$ cat src/rtl/decay_rate_estimator_if.sv
// Sample stream between the front end and the decay-rate estimator.
// The producer drives valid/data; the estimator drives ready.
interface decay_rate_estimator_if #(
    parameter int DATA_W = 8
);
    logic              in_valid;
    logic [DATA_W-1:0] in_data;
    logic              in_ready;

    modport master (output in_valid, output in_data, input in_ready);
    modport slave  (input in_valid, input in_data, output in_ready);
endinterface

$ cat src/rtl/decay_rate_estimator.sv
// Collects m_len samples, tracks half-average N, running sum C and first sample C0,
// then computes (C - (C0+N)/2) / (C0 - N) with a bit-serial restoring divider.
module decay_rate_estimator #(
    parameter int DATA_W = 8,
    parameter int CNT_W  = 8,
    parameter int ACC_W  = 32,
    parameter int OUT_W  = 32
) (
    input  logic                 clk,
    input  logic                 rst,
    input  logic                 start,
    input  logic [CNT_W-1:0]     m_len,
    decay_rate_estimator_if.slave s,
    output logic                 busy,
    output logic                 out_valid,
    output logic [OUT_W-1:0]     out_data,
    output logic                 div_zero
);
    localparam int DCNT_W = $clog2(ACC_W);

    typedef enum logic [2:0] {IDLE, ACCUM, PREP, DIV, DONE} state_t;

    state_t              state, state_nx;
    logic [CNT_W-1:0]    len_q, k;
    logic [DATA_W-1:0]   c0, n;
    logic [ACC_W-1:0]    c, den, quo, rem;
    logic [DCNT_W-1:0]   dcnt;

    logic                accept, last_sample, c0_le_n, fits, div_last;
    logic [DATA_W:0]     sum_nx, h, sum_c0n, half;
    logic [ACC_W-1:0]    half_ext, num, rem_nx, quo_nx;
    logic [ACC_W:0]      shifted;

    assign accept      = (state == ACCUM) && s.in_valid;
    assign last_sample = (k == len_q - 1'b1);
    assign sum_nx      = {1'b0, n} + {1'b0, s.in_data};
    assign h           = sum_nx >> 1;
    assign sum_c0n     = {1'b0, c0} + {1'b0, n};
    assign half        = sum_c0n >> 1;
    assign half_ext    = ACC_W'(half);
    assign num         = (c >= half_ext) ? (c - half_ext) : '0;
    assign c0_le_n     = (c0 <= n);

    // One restoring step: shift in the next dividend bit, subtract if it fits.
    assign shifted  = {rem, quo[ACC_W-1]};
    assign fits     = (shifted >= {1'b0, den});
    assign rem_nx   = fits ? ACC_W'(shifted - {1'b0, den}) : shifted[ACC_W-1:0];
    assign quo_nx   = {quo[ACC_W-2:0], fits};
    assign div_last = (dcnt == DCNT_W'(ACC_W - 1));

    assign s.in_ready = (state == ACCUM);
    assign busy       = (state != IDLE);
    assign out_valid  = (state == DONE);

    always_ff @(posedge clk or negedge rst) begin
        if (!rst) state <= IDLE;
        else      state <= state_nx;
    end

    always_comb begin
        state_nx = state;
        case (state)
            IDLE:    if (start) state_nx = (m_len == '0) ? DONE : ACCUM;
            ACCUM:   if (accept && last_sample) state_nx = PREP;
            PREP:    state_nx = c0_le_n ? DONE : DIV;
            DIV:     if (div_last) state_nx = DONE;
            DONE:    state_nx = IDLE;
            default: state_nx = IDLE;
        endcase
    end

    always_ff @(posedge clk or negedge rst) begin
        if (!rst) begin
            len_q    <= '0;
            k        <= '0;
            c0       <= '0;
            n        <= '0;
            c        <= '0;
            den      <= '0;
            quo      <= '0;
            rem      <= '0;
            dcnt     <= '0;
            out_data <= '0;
            div_zero <= 1'b0;
        end else begin
            case (state)
                IDLE: begin
                    // A zero-length run reports divide-by-zero with a zero result.
                    if (start) begin
                        len_q    <= m_len;
                        k        <= '0;
                        c0       <= '0;
                        n        <= '0;
                        c        <= '0;
                        out_data <= '0;
                        div_zero <= (m_len == '0);
                    end
                end
                ACCUM: begin
                    if (accept) begin
                        if (k == '0) c0 <= s.in_data;
                        n <= h[DATA_W-1:0];
                        c <= c + ACC_W'(h);
                        k <= k + 1'b1;
                    end
                end
                PREP: begin
                    if (c0_le_n) begin
                        div_zero <= 1'b1;
                        out_data <= '1;
                    end else begin
                        den  <= ACC_W'(c0 - n);
                        quo  <= num;
                        rem  <= '0;
                        dcnt <= '0;
                    end
                end
                DIV: begin
                    quo  <= quo_nx;
                    rem  <= rem_nx;
                    dcnt <= dcnt + 1'b1;
                    if (div_last) out_data <= quo_nx[OUT_W-1:0];
                end
                default: ;
            endcase
        end
    end
endmodule

$ cat src/flat_wrapper.sv
// flat-port wrapper written by rule: the top's interface ports become plain ports
module decay_rate_estimator_flat 
#(
    parameter int DATA_W = 8,
    parameter int CNT_W  = 8,
    parameter int ACC_W  = 32,
    parameter int OUT_W  = 32
)
  (clk, rst, start, m_len, busy, out_valid, out_data, div_zero, s_in_valid, s_in_data, s_in_ready);
  decay_rate_estimator_if #(.DATA_W(DATA_W)) s_i ();
  input  logic clk;
  input  logic rst;
  input  logic start;
  input  logic [CNT_W-1:0] m_len;
  output logic busy;
  output logic out_valid;
  output logic [OUT_W-1:0] out_data;
  output logic div_zero;
  input wire logic [$bits(s_i.in_valid)-1:0] s_in_valid;
  input wire logic [$bits(s_i.in_data)-1:0] s_in_data;
  output wire logic [$bits(s_i.in_ready)-1:0] s_in_ready;
  assign s_i.in_valid = s_in_valid;
  assign s_i.in_data = s_in_data;
  assign s_in_ready = s_i.in_ready;
  decay_rate_estimator #(.DATA_W(DATA_W), .CNT_W(CNT_W), .ACC_W(ACC_W), .OUT_W(OUT_W)) u_core (.clk(clk), .rst(rst), .start(start), .m_len(m_len), .s(s_i), .busy(busy), .out_valid(out_valid), .out_data(out_data), .div_zero(div_zero));
endmodule
$ cat config.mk
export PLATFORM = sky130hd
export DESIGN_NAME = decay_rate_estimator_flat
export DESIGN_NICKNAME = d
export VERILOG_FILES = /design/src/rtl/decay_rate_estimator_if.sv /design/src/rtl/decay_rate_estimator.sv /design/src/flat_wrapper.sv
export SDC_FILE = /design/constraint.sdc
export NUM_CORES = 1
export LEC_CHECK = 0
export ABC_AREA = 1
export CORE_MARGIN = 2
export CORE_UTILIZATION = 50
export CTS_CLUSTER_SIZE = 40
export DETAILED_ROUTE_END_ITERATION = 6
export GPL_TIMING_DRIVEN = 0
export PLACE_DENSITY_LB_ADDON = 0.15
export SLEW_MARGIN = 20
export SYNTH_ARGS = -nofsm -noshare
export SYNTH_HDL_FRONTEND = slang
export SYNTH_SLANG_ARGS = --single-unit
$ cat constraint.sdc
create_clock -name clk -period 4.58 [get_ports clk]
set_clock_uncertainty 0.15 [all_clocks]
set_input_delay 0.458 -clock clk [delete_from_list [all_inputs] [get_ports clk]]
set_output_delay 0.458 -clock clk [all_outputs]
set_load 0.005 [all_outputs]
After elaboration in Yosys (flattened, before gate mapping)
Index checks and enable logic that the tools add are counted.
Widths: inputs -> output; s select.
{ "word_totals": {"inputBits": 20, "output_inout_bits": 36, "ff_bits": 201} }
{ "classes": {"bitwise": 1, "n_reduce_logical": 18, "magnitude_cmp": 3, "addsub": 9, "n_eq_ne": 13, "n_mux": 31} }
{ "op_table": {"columns": ["operator", "n"], "rows": [
  ["$mux 32", 8],
  ["$pmux 32 s2", 3],
  ["$pmux 32 s3", 1],
  ["$pmux 8 s2", 3],
  ["$mux 8", 5],
  ["$ge 33x32->1", 1],
  ["$add 32x8->32", 1],
  ["$ge 32x8->1", 1],
  ["$sub 32x32->32", 1],
  ["$sub 32x8->32", 1],
  ["$add 8x8->9", 2],
  ["$logic_not 8->1", 2],
  ["$mux 3", 5],
  ["$pmux 3 s4", 1],
  ["$ne 2x1->1 const B", 5],
  ["$pmux 5 s2", 1],
  ["$reduce_and 3->1", 3],
  ["$sub 8x8->9", 1],
  ["$add 8x1->8 const B", 1],
  ["$eq 8x8->1", 1],
  ["$le 8x8->1", 1],
  ["$reduce_and 4->1", 2],
  ["$sub 8x1->8 const B", 1],
  ["$eq 3x2->1 const B", 2],
  ["14 further kinds", 22]
]} }

Depth between registers and ports, before layout
Gate-level depths: netlist of the first run.
{ "logic_depth": {"word_depth": 5, "mapped_depth": 23, "ltp_nobuf": 21} }

Least setup slack after synthesis of the first run
No wires, ideal clock.
{ "synth_timing": {"path_kind": "register to register", "startpoint": "register u_core.n[0]", "endpoint": "register u_core.quo[29]", "arrival_ns": 3.115, "required_ns": 4.305, "setup_time_ns": 0.125, "path_slack_ns": 1.190, "n_path_buf": 1, "path_stages_with_launch": 21, "path_cell_list": "dfrtp_1 ha_1 fa_1 a21oi_1 o21ai_0 a21oi_1 o21bai_1 nand2_1 nand2_1 a21oi_1 ha_1 a21o_1 a21oi_1 nand2_1 nor2_2 nand2_2 nor2_2 nor2_4 buf_6 nand3_1 nand3_1"} }
{ "synth_via": {"elab_chain_cells": 5, "word_cells_on_any_way": 9, "classes_between": "2 x add/sub; 2 x order compare; 1 x eq/ne; 3 x mux; 1 x reduce/logical"} }
{ "synth_rtl": {"columns": ["element", "line", "text"], "rows": [
  ["from (decl)", "decay_rate_estimator.sv:25", "logic [DATA_W-1:0] c0, n;"],
  ["from (signal assigned)", "decay_rate_estimator.sv:102", "n <= h[DATA_W-1:0];"],
  ["$add 8x8->9", "decay_rate_estimator.sv:38", "assign sum_c0n = {1'b0, c0} + {1'b0, n};"],
  ["$sub 32x8->32 or $ge 32x8->1 (tied branches)", "decay_rate_estimator.sv:41", "assign num = (c >= half_ext) ? (c - half_ext) : '0;"],
  ["$mux 32", "decay_rate_estimator.sv:41", null],
  ["$mux 32", "decay_rate_estimator.sv:108", "if (c0_le_n) begin"],
  ["$pmux 32 s2", "decay_rate_estimator.sv:86", "case (state)"],
  ["to (signal assigned)", "decay_rate_estimator.sv:113", "quo <= num;"],
  ["to (signal assigned)", "decay_rate_estimator.sv:119", "quo <= quo_nx;"],
  ["to (decl)", "decay_rate_estimator.sv:26", "logic [ACC_W-1:0] c, den, quo, rem;"]
]} }
Parallel ways exist; a longest one is shown, timed or not. The select of a mux whose other input is x is not followed.
A chain may end at the register's enable or synchronous reset.

Worst setup path after layout of the first run
{ "layout_timing": {"startpoint": "register u_core.n[0]", "endpoint": "register u_core.quo[31]"} }
Same word-level chain as after synthesis.

==> summary.md, run 1 <==
| Metric | Value |
|---|---|
| Status | finished clean |
| Met1 layer wirelength in the final routing | 18,370 microns |
| Post-synthesis async set-or-reset flop share | 1.000 |
| Die ar. | 28,450 sq um |
| Global-route wire length before repair | 63,340 microns |
| Core area | 26,800 sq um |
| Largest cells by area after synthesis | dfrtp_1, nand2_1, inv_1, ha_1, nand3_1 |
| Routed wire per std cell | 15.95 microns |
| Clock buffer depth | 2 |
| Req. time, crit path | 4.75 ns |
| 1st-pass router iterations | 5 |
| Leakage power | 8.100 nW |
| Row cnt | 60 |
| Tcrit/Tclk final | 0.9239 |
| Starting DRT DRC Count | 988 |
| Post-DP HPWL | 30,410 microns |
| Final Critical Period | 4.231 ns |
| IO buf count | 55 |
| Remaining DRCs | 0 |
| Slew headroom | 0.3382 |
| Total of warnings raised by yosys | 0 |
| Register clock-pin slew on the reported worst setup and hold paths | 0.07 ns |
| Top Metal Used | met4 |
| Max incr delay on CP | 0.44 ns |
| Ports | 56 |
| Post-Syn Area | 13,560 sq um |
| PwrDens | 886.1 nW/um^2 |
| GRT overflow | 0 |
| Synth Register Bits | 178 |
| Top-count cell post-synth | nand2_1 |
| Arrival @ worst endpoint | 4.40 ns |
| Synth Flop Type | dfrtp_1 |
| Most used cell along the critical path | a21oi_1 |
| Via density | 5.360 |
| Clock latency on the worst-skew pair | 0.45 ns |
| Share of Yosys cell area claimed by the top area cell type | 0.3285 |
| Worst setup margin | 0.3488 ns |
| Post-synth cell types | 48 |
| Sequential Area | 4454 sq um |
| Initial antenna violation count | 0 |
| Hold Path Class | reg2reg |
| Worst Tran Pin Value | 0.9916 ns |
| Postcts setup bufs | 0 |
| Layout Nets | 2,174 |
| Synth area leader | dfrtp_1 |
| Proportion of layout cells with a drive suffix above 1 | 0.06043 |
| Via count of the first global-routing pass | 12,462 |
| Vias | 13,004 |
| CP endpoint kind | flop |
| CTS H-tree depth | 4 |
| GP Congestion | 0.9196 |
| WHS | 0.3409 ns |
| # Max-Cap Violations | 0 |
| Commonest cells post-synth | nand2_1, inv_1, dfrtp_1 |
| Final Hold Fails | 0 |
| Chip Width | 168.7 microns |
| Fin Setup TNS | 0 ns |
| Wire length on met3 | 1985 microns |
| Met2 WL | 17,540 microns |
| Worst path cell trace | ha_1, fa_1, a21oi_1, o21ai_0, a21oi_1, o21bai_1, nand2_1, nand2_1, a21oi_1, ha_1, a21o_1, a21oi_1, nand2_1, nor2_2, nand2_2, nor2_2, nor2_4, buf_6, nand3_1, nand3_1 |
| Nature of the critical path startpoint | flop |
| Max frequency | 0.2363 GHz |
| GRT Total Usage | 0.2784 |
| Mapped Nets | 2,098 |
| Final WL | 38,700 microns |
| Initial Util | 0.5059 |
| Area Growth Syn to Fin | 12.01% |
| Pre-CTS WS | 0.2361 ns |
| Multi-input gate area | 7736 sq um |
| DIE HEIGHT | 168.7 microns |
| Gate Count Post-Synth | 1,996 |
| Root buffer cell | clkbuf_16 |
| Avg Inst Size Synth | 6.793 sq um |
| Sequential area share after synthesis | 0.3285 |
| Post-route ant nets | 0 |
| CTS tree | yes |
| Max-slew violation count | 0 |
| CTS Sinks | 178 |
| Critical path class | reg2reg |
| RSZ-0062 raised after global routing | no |
| Largest net degree at the start of global routing | 95 |
| Post-synth EDFFs | 0 |
| CP max FO | 10 |
| Fillers | 2,655 |
| Slowest cell on crit path | dfrtp_1 |
| Number of diodes | 0 |
| Final setup violation count | 0 |
| TritonCTS buffer count | 17 |
| Worst vdd ir | 0.3307 mV |
-- power breakdown --
group | internal (mW) | switching [mW]
Sequential | 2.22 | 0.507
Combinational | 3.33 | 5.88
Clock | 0.789 | 0.734
-- cells by family (layout without fill, tap and decap cells) --
logic type / Yosys count / after routing / share of synthesized area
compound gates: 210 / 210 / 0.08370
fa+ha+maj: 82 / 82 / 0.07899
xor+xnor: 64 / 64 / 0.04337
flops: 178 / 178 / 0.3285
buf+inv: 328 / 417 / 0.1010
simple gates: 1134 / 1134 / 0.3645
-- layout by cell type, fill, tap and decap left out, drive strengths merged, types with 32 or more instances in the layout --
cell | synthesis | routed
o21ai | 90 | 90
dfrtp | 178 | 178
nor3 | 32 | 32
nand3b | 39 | 39
nor2 | 170 | 170
inv | 271 | 280
clkdlybuf4s50 | 0 | 54
xor2 | 35 | 35
nand3 | 165 | 165
nand4 | 45 | 45
a21oi | 94 | 94
ha | 76 | 76
nand2 | 667 | 667
clkbuf | 20 | 37
buf | 37 | 39
-- area by class of cell --
| class | count | share of cell area |
|---|---|---|
| inverters | 271 | 0.06714 |
| clock buffers | 17 | 0.02801 |
| flip-flops and latches | 178 | 0.2933 |
| multi-input cells | 1490 | 0.5094 |
| plain buffers | 57 | 0.02299 |
| well taps | 341 | 0.02809 |
| repair buffers | 57 | 0.03905 |
| clock inverters | 15 | 0.01203 |
-- metrics by stage --
stage / std cells / total power [mW] / util / area (sq um)
after global placement: 2392 / 11.72 / 0.5424 / 14540
after global routing: 2426 / 14.83 / 0.5667 / 15190
after detailed placement: 2393 / 11.83 / 0.5436 / 14570
after floorplan: 1996 / 9.342 / - / 13560
after CTS: 2426 / 13.41 / 0.5667 / 15190
final: 2426 / 13.46 / 0.5667 / 15190
-- sequential cells by signal, indices dropped and copies added (netlist names) --
register / count
u_core.state: 3
u_core.c: 32
u_core.out_data: 32
u_core.n: 8
u_core.rem: 32
u_core.len_q: 8
u_core.div_zero: 1
u_core.dcnt: 5
u_core.quo: 32
u_core.c0: 8
u_core.den: 9
u_core.k: 8
-- worst paths after layout --
kind,to,depth (start not counted),slack (ns),startpoint
min in group asynchronous,u_core.rem[11],2,0.42,rst
setup / recovery,u_core.quo[31],20,0.35,u_core.n[0]
max in group asynchronous,u_core.len_q[3],3,2.95,rst
hold reg to reg,u_core.quo[7],2,0.34,u_core.quo[7]
hold / removal,u_core.quo[7],2,0.34,u_core.quo[7]
setup reg to reg,u_core.quo[31],20,0.35,u_core.n[0]
-- worst max-delay path, delay by kind of cell (launching register included) --
| family | cells | cell delay, ns |
|---|---|---|
| AO/OA/AOI/OAI | 7 | 1.33 |
| flip-flops | 1 | 0.44 |
| buffers and inverters | 1 | 0.15 |
| adder cells (fa/ha/maj) | 3 | 1.03 |
| AND/OR/NAND/NOR | 9 | 1.02 |
-- what timing repair did --
action / 4_1_cts / 5_1_grt
setup endpoints to repair: 0 / 0
hold buffers: 1 / 0
endpoints found under the hold margin: 84 / 0
gates resized for setup: 0 / 0
-- per-layer routing --
| layer | global-route usage | vias to the layer above |
|---|---|---|
| met2 | 0.4562 | 346 |
| li1 | - | 6538 |
| met5 | 0 | - |
| met4 | 0.07909 | 0 |
| met1 | 0.3893 | 6061 |
| met3 | 0.03414 | 59 |
No activity file was read; power rests on OpenSTA's default activity.
==> inputs of run 2 (changes only) <==
--- a/config.mk
+++ b/config.mk
@@ -7,7 +7,7 @@
 export LEC_CHECK = 0
 export ABC_AREA = 1
 export CORE_MARGIN = 2
-export CORE_UTILIZATION = 50
+export CORE_UTILIZATION = 55
 export CTS_CLUSTER_SIZE = 40
 export DETAILED_ROUTE_END_ITERATION = 6
 export GPL_TIMING_DRIVEN = 0
==> run 2 against run 1 <==
Compared with the run above: fmax rose by 2.7%; critical path depth did not move; register-to-register slack improved by 0.11 ns; wire length rose by 1.2%; core utilization rose by 5.9 points; cell area fell by 0.17%; hold slack got worse by 0.0041 ns; cell count fell by 0.70%; flip-flop and latch count did not move; count of clock-buffer cells in the layout rose by 1; largest cell class unchanged; highest routed layer unchanged.
==> summary.md, run 2 (synthesized netlist as in run 1, its figures left out) <==
| Metric | Value |
|---|---|
| Post-Layout Cell Count | 2,409 (-0.70%) |
| Initial Util | 0.5592 (+0.05326) |
| Starting DRT DRC Count | 1,136 (+15%) |
| GP Congestion | 0.9783 (+6.4%) |
| Die ar. | 25,930 sq um (-8.9%) |
| Register clock-pin slew on the reported worst setup and hold paths | 0.08 ns (about the same) |
| Via count of the first global-routing pass | 12,510 (+0.39%) |
| RSZ-0062 raised after global routing | no |
| Inst Count DP | 2,376 (-0.71%) |
| Routed wire per std cell | 16.26 microns (+1.9%) |
| Row cnt | 57 (-5.0%) |
| Hold Path Class | reg2reg |
| Max-slew violation count | 0 (unchanged) |
| Reg2reg end | u_core.quo[18] |
| Largest net degree at the start of global routing | 97 (+2.1%) |
| Global-route wire length before repair | 64,530 microns (+1.9%) |
| Ports | 56 (unchanged) |
| Remaining DRCs | 0 (unchanged) |
| Area Growth Syn to Fin | 11.82% |
| DIE HEIGHT | 161.0 microns (-4.5%) |
| Vias | 13,040 (+0.28%) |
| Chip Width | 161.0 microns (-4.5%) |
| Max frequency | 0.2427 GHz (+2.7%) |
| Via density | 5.413 (+0.98%) |
| Sequential Area | 4454 sq um (unchanged) |
| Placed Area | 14,550 sq um (-0.15%) |
| Worst hold stages | 2 (unchanged) |
| Number of diodes | 0 (unchanged) |
| Status | finished clean |
| Hold endpoint | u_core.den[2] |
| Final Critical Period | 4.121 ns (-0.1103 ns) |
| Multi-input gate area | 7736 sq um (unchanged) |
| Clock buffer depth | 2 (unchanged) |
| CP max FO | 10 (unchanged) |
| Critical path class | reg2reg |
| Met1 layer wirelength in the final routing | 18,200 microns (-0.88%) |
| Tcrit/Tclk final | 0.8998 (-0.02408) |
| Commonest cells after routing, fill and taps aside | nand2_1, inv_1, dfrtp_1, nand3_1, nor2_1 |
| R2R Setup Slk | 0.46 ns (+0.11 ns) |
| Worst Reg-to-Reg Cells | 20 (unchanged) |
| Top Metal Used | met4 |
| Req. time, crit path | 4.75 ns (about the same) |
| IO buf count | 55 (unchanged) |
| Arrival @ worst endpoint | 4.29 ns (-0.11 ns) |
| Worst r2r src | u_core.n[0] |
| Post-DP HPWL | 30,670 microns (+0.84%) |
| Final Hold Fails | 0 (unchanged) |
| Initial antenna violation count | 0 (unchanged) |
| # Max-Cap Violations | 0 (unchanged) |
| Final WL | 39,160 microns (+1.2%) |
| Fillers | 2,317 (-13%) |
| Layout Nets | 2,174 (unchanged) |
| Met2 WL | 18,060 microns (+2.9%) |
| CTS Sinks | 178 (unchanged) |
| Final core utilization | 0.6253 (+0.05862) |
| WHS | 0.3367 ns (-0.004139 ns) |
| TritonCTS buffer count | 17 (unchanged) |
| Wire length on met3 | 1962 microns (-1.2%) |
| CTS tree | yes |
| Core area | 24,250 sq um (-9.5%) |
| Worst Tran Pin Value | 0.9552 ns (-0.03645 ns) |
| Root buffer cell | clkbuf_16 |
| Commonest non-fill, non-tap cell in the layout | nand2_1 |
| Proportion of layout cells with a drive suffix above 1 | 0.06043 (unchanged) |
| Design Area, Final | 15,160 sq um (-0.17%) |
| 1st-pass router iterations | 6 (+1) |
| GRT overflow | 0 (unchanged) |
| Nature of the critical path startpoint | flop |
| GRT Total Usage | 0.3112 (+0.03273) |
| Min-Delay Startpoint | u_core.den[2] |
| CTS H-tree depth | 4 (unchanged) |
| Clock latency on the worst-skew pair | 0.44 ns (about the same) |
| Slew headroom | 0.3625 (+0.02433) |
| Post-route ant nets | 0 (unchanged) |
| Final setup violation count | 0 (unchanged) |
| CP endpoint kind | flop |
run 2: timing repair:
item	in CTS	in global routing
hold buffers	1	0
gates resized for setup	0	0
buffers inserted	0	0
hold endpoints to repair	82	0
run 2: worst max-delay path, stage by stage, from the launching register on:
cell      delay, ns
dfrtp_1        0.43
ha_1           0.25
fa_1           0.41
a21oi_1        0.15
o21ai_0        0.15
a21oi_1        0.17
o21bai_1       0.10
nand2_1        0.07
nand2_1        0.05
a21oi_1        0.22
ha_1           0.34
a21o_1         0.21
a21oi_1        0.24
nand2_1        0.18
nor2_2         0.19
nand2_2        0.10
nor2_2         0.14
nor2_4         0.08
buf_6          0.15
nand3_1        0.14
nand3_1        0.08
run 2: cell type report:
cell class / instances / share of cell area
timing repair buffer: 57 / 0.03912
inverter: 271 / 0.06726
sequential: 178 / 0.2938
multi-input combinational: 1490 / 0.5102
clock inverter: 14 / 0.01089
tap: 324 / 0.02674
clock buffer: 18 / 0.02897
buffer: 57 / 0.02302
run 2: worst max path at each step:
| stage | start | to | slack [ns] | cells after the start |
|---|---|---|---|---|
| after floorplan | u_core.n[0] | u_core.quo[29] | 1.19 | 20 |
| after global placement | rst | u_core.c[23] | -4.49 | 1 |
| after detailed placement | s_in_data[1] | u_core.c[11] | 0.34 | 19 |
| after CTS | u_core.n[0] | u_core.quo[26] | 0.46 | 20 |
| after global routing | u_core.n[2] | u_core.quo[10] | 0.23 | 20 |
| final | u_core.n[0] | u_core.quo[18] | 0.46 | 20 |
run 2: per-layer routing:
layer,up-vias,global-route usage
met5,-,0
met4,0,0.08969
met3,68,0.03056
met2,388,0.5150
met1,6048,0.4366
li1,6536,-
run 2: through the flow:
stage / setup TNS [ns] / setup slack (ns)
6_report: 0 / 0.4590
5_1_grt: 0 / 0.2311
4_1_cts: 0 / 0.4595
2_1_floorplan: 0 / 1.190
3_5_place_dp: 0 / 0.3414
3_3_place_gp: -794.95 / -4.486
Power of run 2 is left out: the tool's default activity adds up to more than one toggle a clock period on the data nets, which glitch-free logic cannot reach.
==> inputs of run 3 (changes only) <==
--- a/config.mk
+++ b/config.mk
@@ -10,9 +10,11 @@
 export CORE_UTILIZATION = 55
 export CTS_CLUSTER_SIZE = 40
 export DETAILED_ROUTE_END_ITERATION = 6
+export DONT_BUFFER_PORTS = 1
 export GPL_TIMING_DRIVEN = 0
 export PLACE_DENSITY_LB_ADDON = 0.15
-export SLEW_MARGIN = 20
+export SLEW_MARGIN = 0
 export SYNTH_ARGS = -nofsm -noshare
 export SYNTH_HDL_FRONTEND = slang
 export SYNTH_SLANG_ARGS = --single-unit
+export TNS_END_PERCENT = 20
==> run 3 against run 2 <==
Compared with the run above: critical path depth decreased by 2; sequential share of layout area up 1.2 points; critical path type unchanged; cell area decreased by 3.9%; via count down 1.8%; first-iteration DRC count decreased by 2.4%; the run now ends with hold timing left; cell count decreased by 2.3%; wire length decreased by 2.6%; flip-flop and latch count stayed put; register-to-register slack lost 0.03 ns; hold slack got worse by 0.78 ns; largest cell class unchanged.
==> summary.md, run 3 (synthesized netlist as in run 1, its figures left out) <==
| Metric | Value |
|---|---|
| Post-Layout Cell Count | 2,354 (-2.3%) |
| Worst Reg-to-Reg Cells | 18 (-10%) |
| CP endpoint kind | flop |
| Commonest cells after routing, fill and taps aside | nand2_1, inv_1, dfrtp_1, nand3_1, nor2_1 |
| Levels on crit path | 18 (-10%) |
| Vias | 12,805 (-1.8%) |
| Slew headroom | 0.3630 (+0.0004250) |
| Worst r2r src | u_core.n[0] |
| Status | finished with violations |
| Clock buffer depth | 2 (unchanged) |
| Worst Tran Pin Value | 0.9545 ns (-0.0006359 ns) |
| Via count of the first global-routing pass | 12,242 (-2.1%) |
| Register clock-pin slew on the reported worst setup and hold paths | 0.08 ns (about the same) |
| Cts hold-fix bufs | 2 (+1) |
| CTS H-tree depth | 4 (unchanged) |
| IO buf count | 0 (-100%) |
| Initial Util | 0.5592 (unchanged) |
| Crit-path leading delay family | adder cells |
| Failing checks | hold timing |
| Commonest non-fill, non-tap cell in the layout | nand2_1 |
| Core area | 24,250 sq um (unchanged) |
| Proportion of layout cells with a drive suffix above 1 | 0.06108 (+0.0006521) |
| Remaining DRCs | 0 (unchanged) |
| Fillers | 2,294 (-0.99%) |
| Worst path cell trace | ha_1, fa_1, a21oi_1, o21ai_0, a21oi_1, o21bai_1, xor2_1, ha_1, a21o_1, a21oi_1, nand2_1, nor2_2, nand2_2, nor2_2, nor2_4, buf_6, nand3_1, nand3_1 |
| Initial antenna violation count | 0 (unchanged) |
| GRT overflow | 0 (unchanged) |
| Root buffer cell | clkbuf_16 |
| Area Growth Syn to Fin | 7.437% |
| 1st-pass router iterations | 7 (+1) |
| Chip Width | 161.0 microns (unchanged) |
| CTS tree | yes |
| Layout Nets | 2,119 (-2.5%) |
| Nature of the critical path startpoint | flop |
| Final core utilization | 0.6008 (-0.02451) |
| Ports | 56 (unchanged) |
| Final WL | 38,150 microns (-2.6%) |
| RSZ-0062 raised after global routing | no |
| Hold Path Class | in2async |
| CP max FO | 10 (unchanged) |
| Inst Count DP | 2,320 (-2.4%) |
| Tcrit/Tclk final | 0.9056 (+0.005842) |
| Final setup violation count | 0 (unchanged) |
| WHS | -0.4452 ns (-0.7819 ns) |
| Final Critical Period | 4.148 ns (+0.02676 ns) |
| Placed Area | 13,960 sq um (-4.0%) |
| CP endpoint | u_core.quo[31] |
| Fin Setup TNS | 0 ns (unchanged) |
| # Max-Cap Violations | 0 (unchanged) |
| Post-route ant nets | 0 (unchanged) |
| Reg2reg end | u_core.quo[31] |
| CTS Sinks | 178 (unchanged) |
| Routed wire per std cell | 16.20 microns (-0.32%) |
| Row cnt | 57 (unchanged) |
| R2R Setup Slk | 0.43 ns (-0.03 ns) |
| Req. time, crit path | 4.76 ns (about the same) |
| Worst Setup SP | u_core.n[0] |
| Max-slew violation count | 0 (unchanged) |
| Global-route wire length before repair | 62,020 microns (-3.9%) |
| Number of diodes | 0 (unchanged) |
| TritonCTS buffer count | 17 (unchanged) |
| Design Area, Final | 14,570 sq um (-3.9%) |
| Max incr delay on CP | 0.47 ns (+0.04 ns) |
| GRT Total Usage | 0.2991 (-0.01204) |
| DIE HEIGHT | 161.0 microns (unchanged) |
| Largest net degree at the start of global routing | 179 (+85%) |
| Postcts setup bufs | 0 (unchanged) |
| Die ar. | 25,930 sq um (unchanged) |
| Post-DP HPWL | 29,510 microns (-3.8%) |
| GP Congestion | 0.9990 (+2.1%) |
| Starting DRT DRC Count | 1,109 (-2.4%) |
| Max frequency | 0.2411 GHz (-0.64%) |
| Arrival @ worst endpoint | 4.33 ns (+0.04 ns) |
| Crit path buf inv count | 1 (unchanged) |
| Final Hold Fails | 178 (+178) |
| Most used cell along the critical path | a21oi_1 |
| Clock latency on the worst-skew pair | 0.45 ns (about the same) |
| Slowest cell on crit path | dfrtp_1 |
| Critical path class | reg2reg |
| Via density | 5.440 (+0.49%) |
-- run 3: changes by cell type in the layout (fill, tap and decap cells not counted), sizes merged --
| cell | delta |
|---|---|
| clkbuf | -1 |
| clkdlybuf4s50 | -54 |
| clkinv | +2 |
| clkinvlp | -3 |
| dlygate4sd3 | +1 |
| bufinv | -1 |
| inv | +3 |
| buf | -2 |
-- run 3: final cells by class --
cell class / count / area, sq um / area share
Buffer: 57 / 349.1 / 0.02396
Clock buffer: 17 / 425.4 / 0.02920
Clock inverter: 15 / 157.7 / 0.01082
Inverter: 271 / 1020 / 0.07000
Multi-Input combinational cell: 1490 / 7736 / 0.5310
Sequential cell: 178 / 4454 / 0.3058
Tap cell: 324 / 405.4 / 0.02783
Timing Repair Buffer: 2 / 20.02 / 0.001374
-- run 3: stage by stage --
| step | hold WS, ns | worst slack (ns) |
|---|---|---|
| floorplan | 0.01241 | 1.190 |
| global placement | 0.01712 | 0.4341 |
| detailed placement | 0.01906 | 0.4712 |
| CTS | -0.4573 | 0.4384 |
| global route | -0.4683 | 0.07908 |
| finish | -0.4452 | 0.4323 |
-- run 3: repair_timing --
item	4_1_cts	5_1_grt
resized for setup	0	0
setup endpoints to repair	0	0
hold endpoints to repair	180	178
-- run 3: worst min path at each step --
stage                     startpoint              to  slack, ns  depth (start not counted)
after detailed placement         rst  u_core.rem[12]       0.02                          0
after global placement           rst  u_core.rem[12]       0.02                          0
after CTS                        rst  u_core.rem[12]      -0.46                          0
after floorplan                  rst    u_core.c0[0]       0.01                          0
after global routing             rst    u_core.c0[1]      -0.47                          0
final                            rst  u_core.rem[11]      -0.45                          0
-- run 3: layer usage --
layer,GRT usage,vias to the layer above,part of all wire
met5,0,-,0
met4,0.09903,0,0.025
met3,0.05496,68,0.072
met2,0.4819,421,0.45
met1,0.4091,5908,0.45
li1,-,6408,-
Power of run 3 is left out for the same reason.
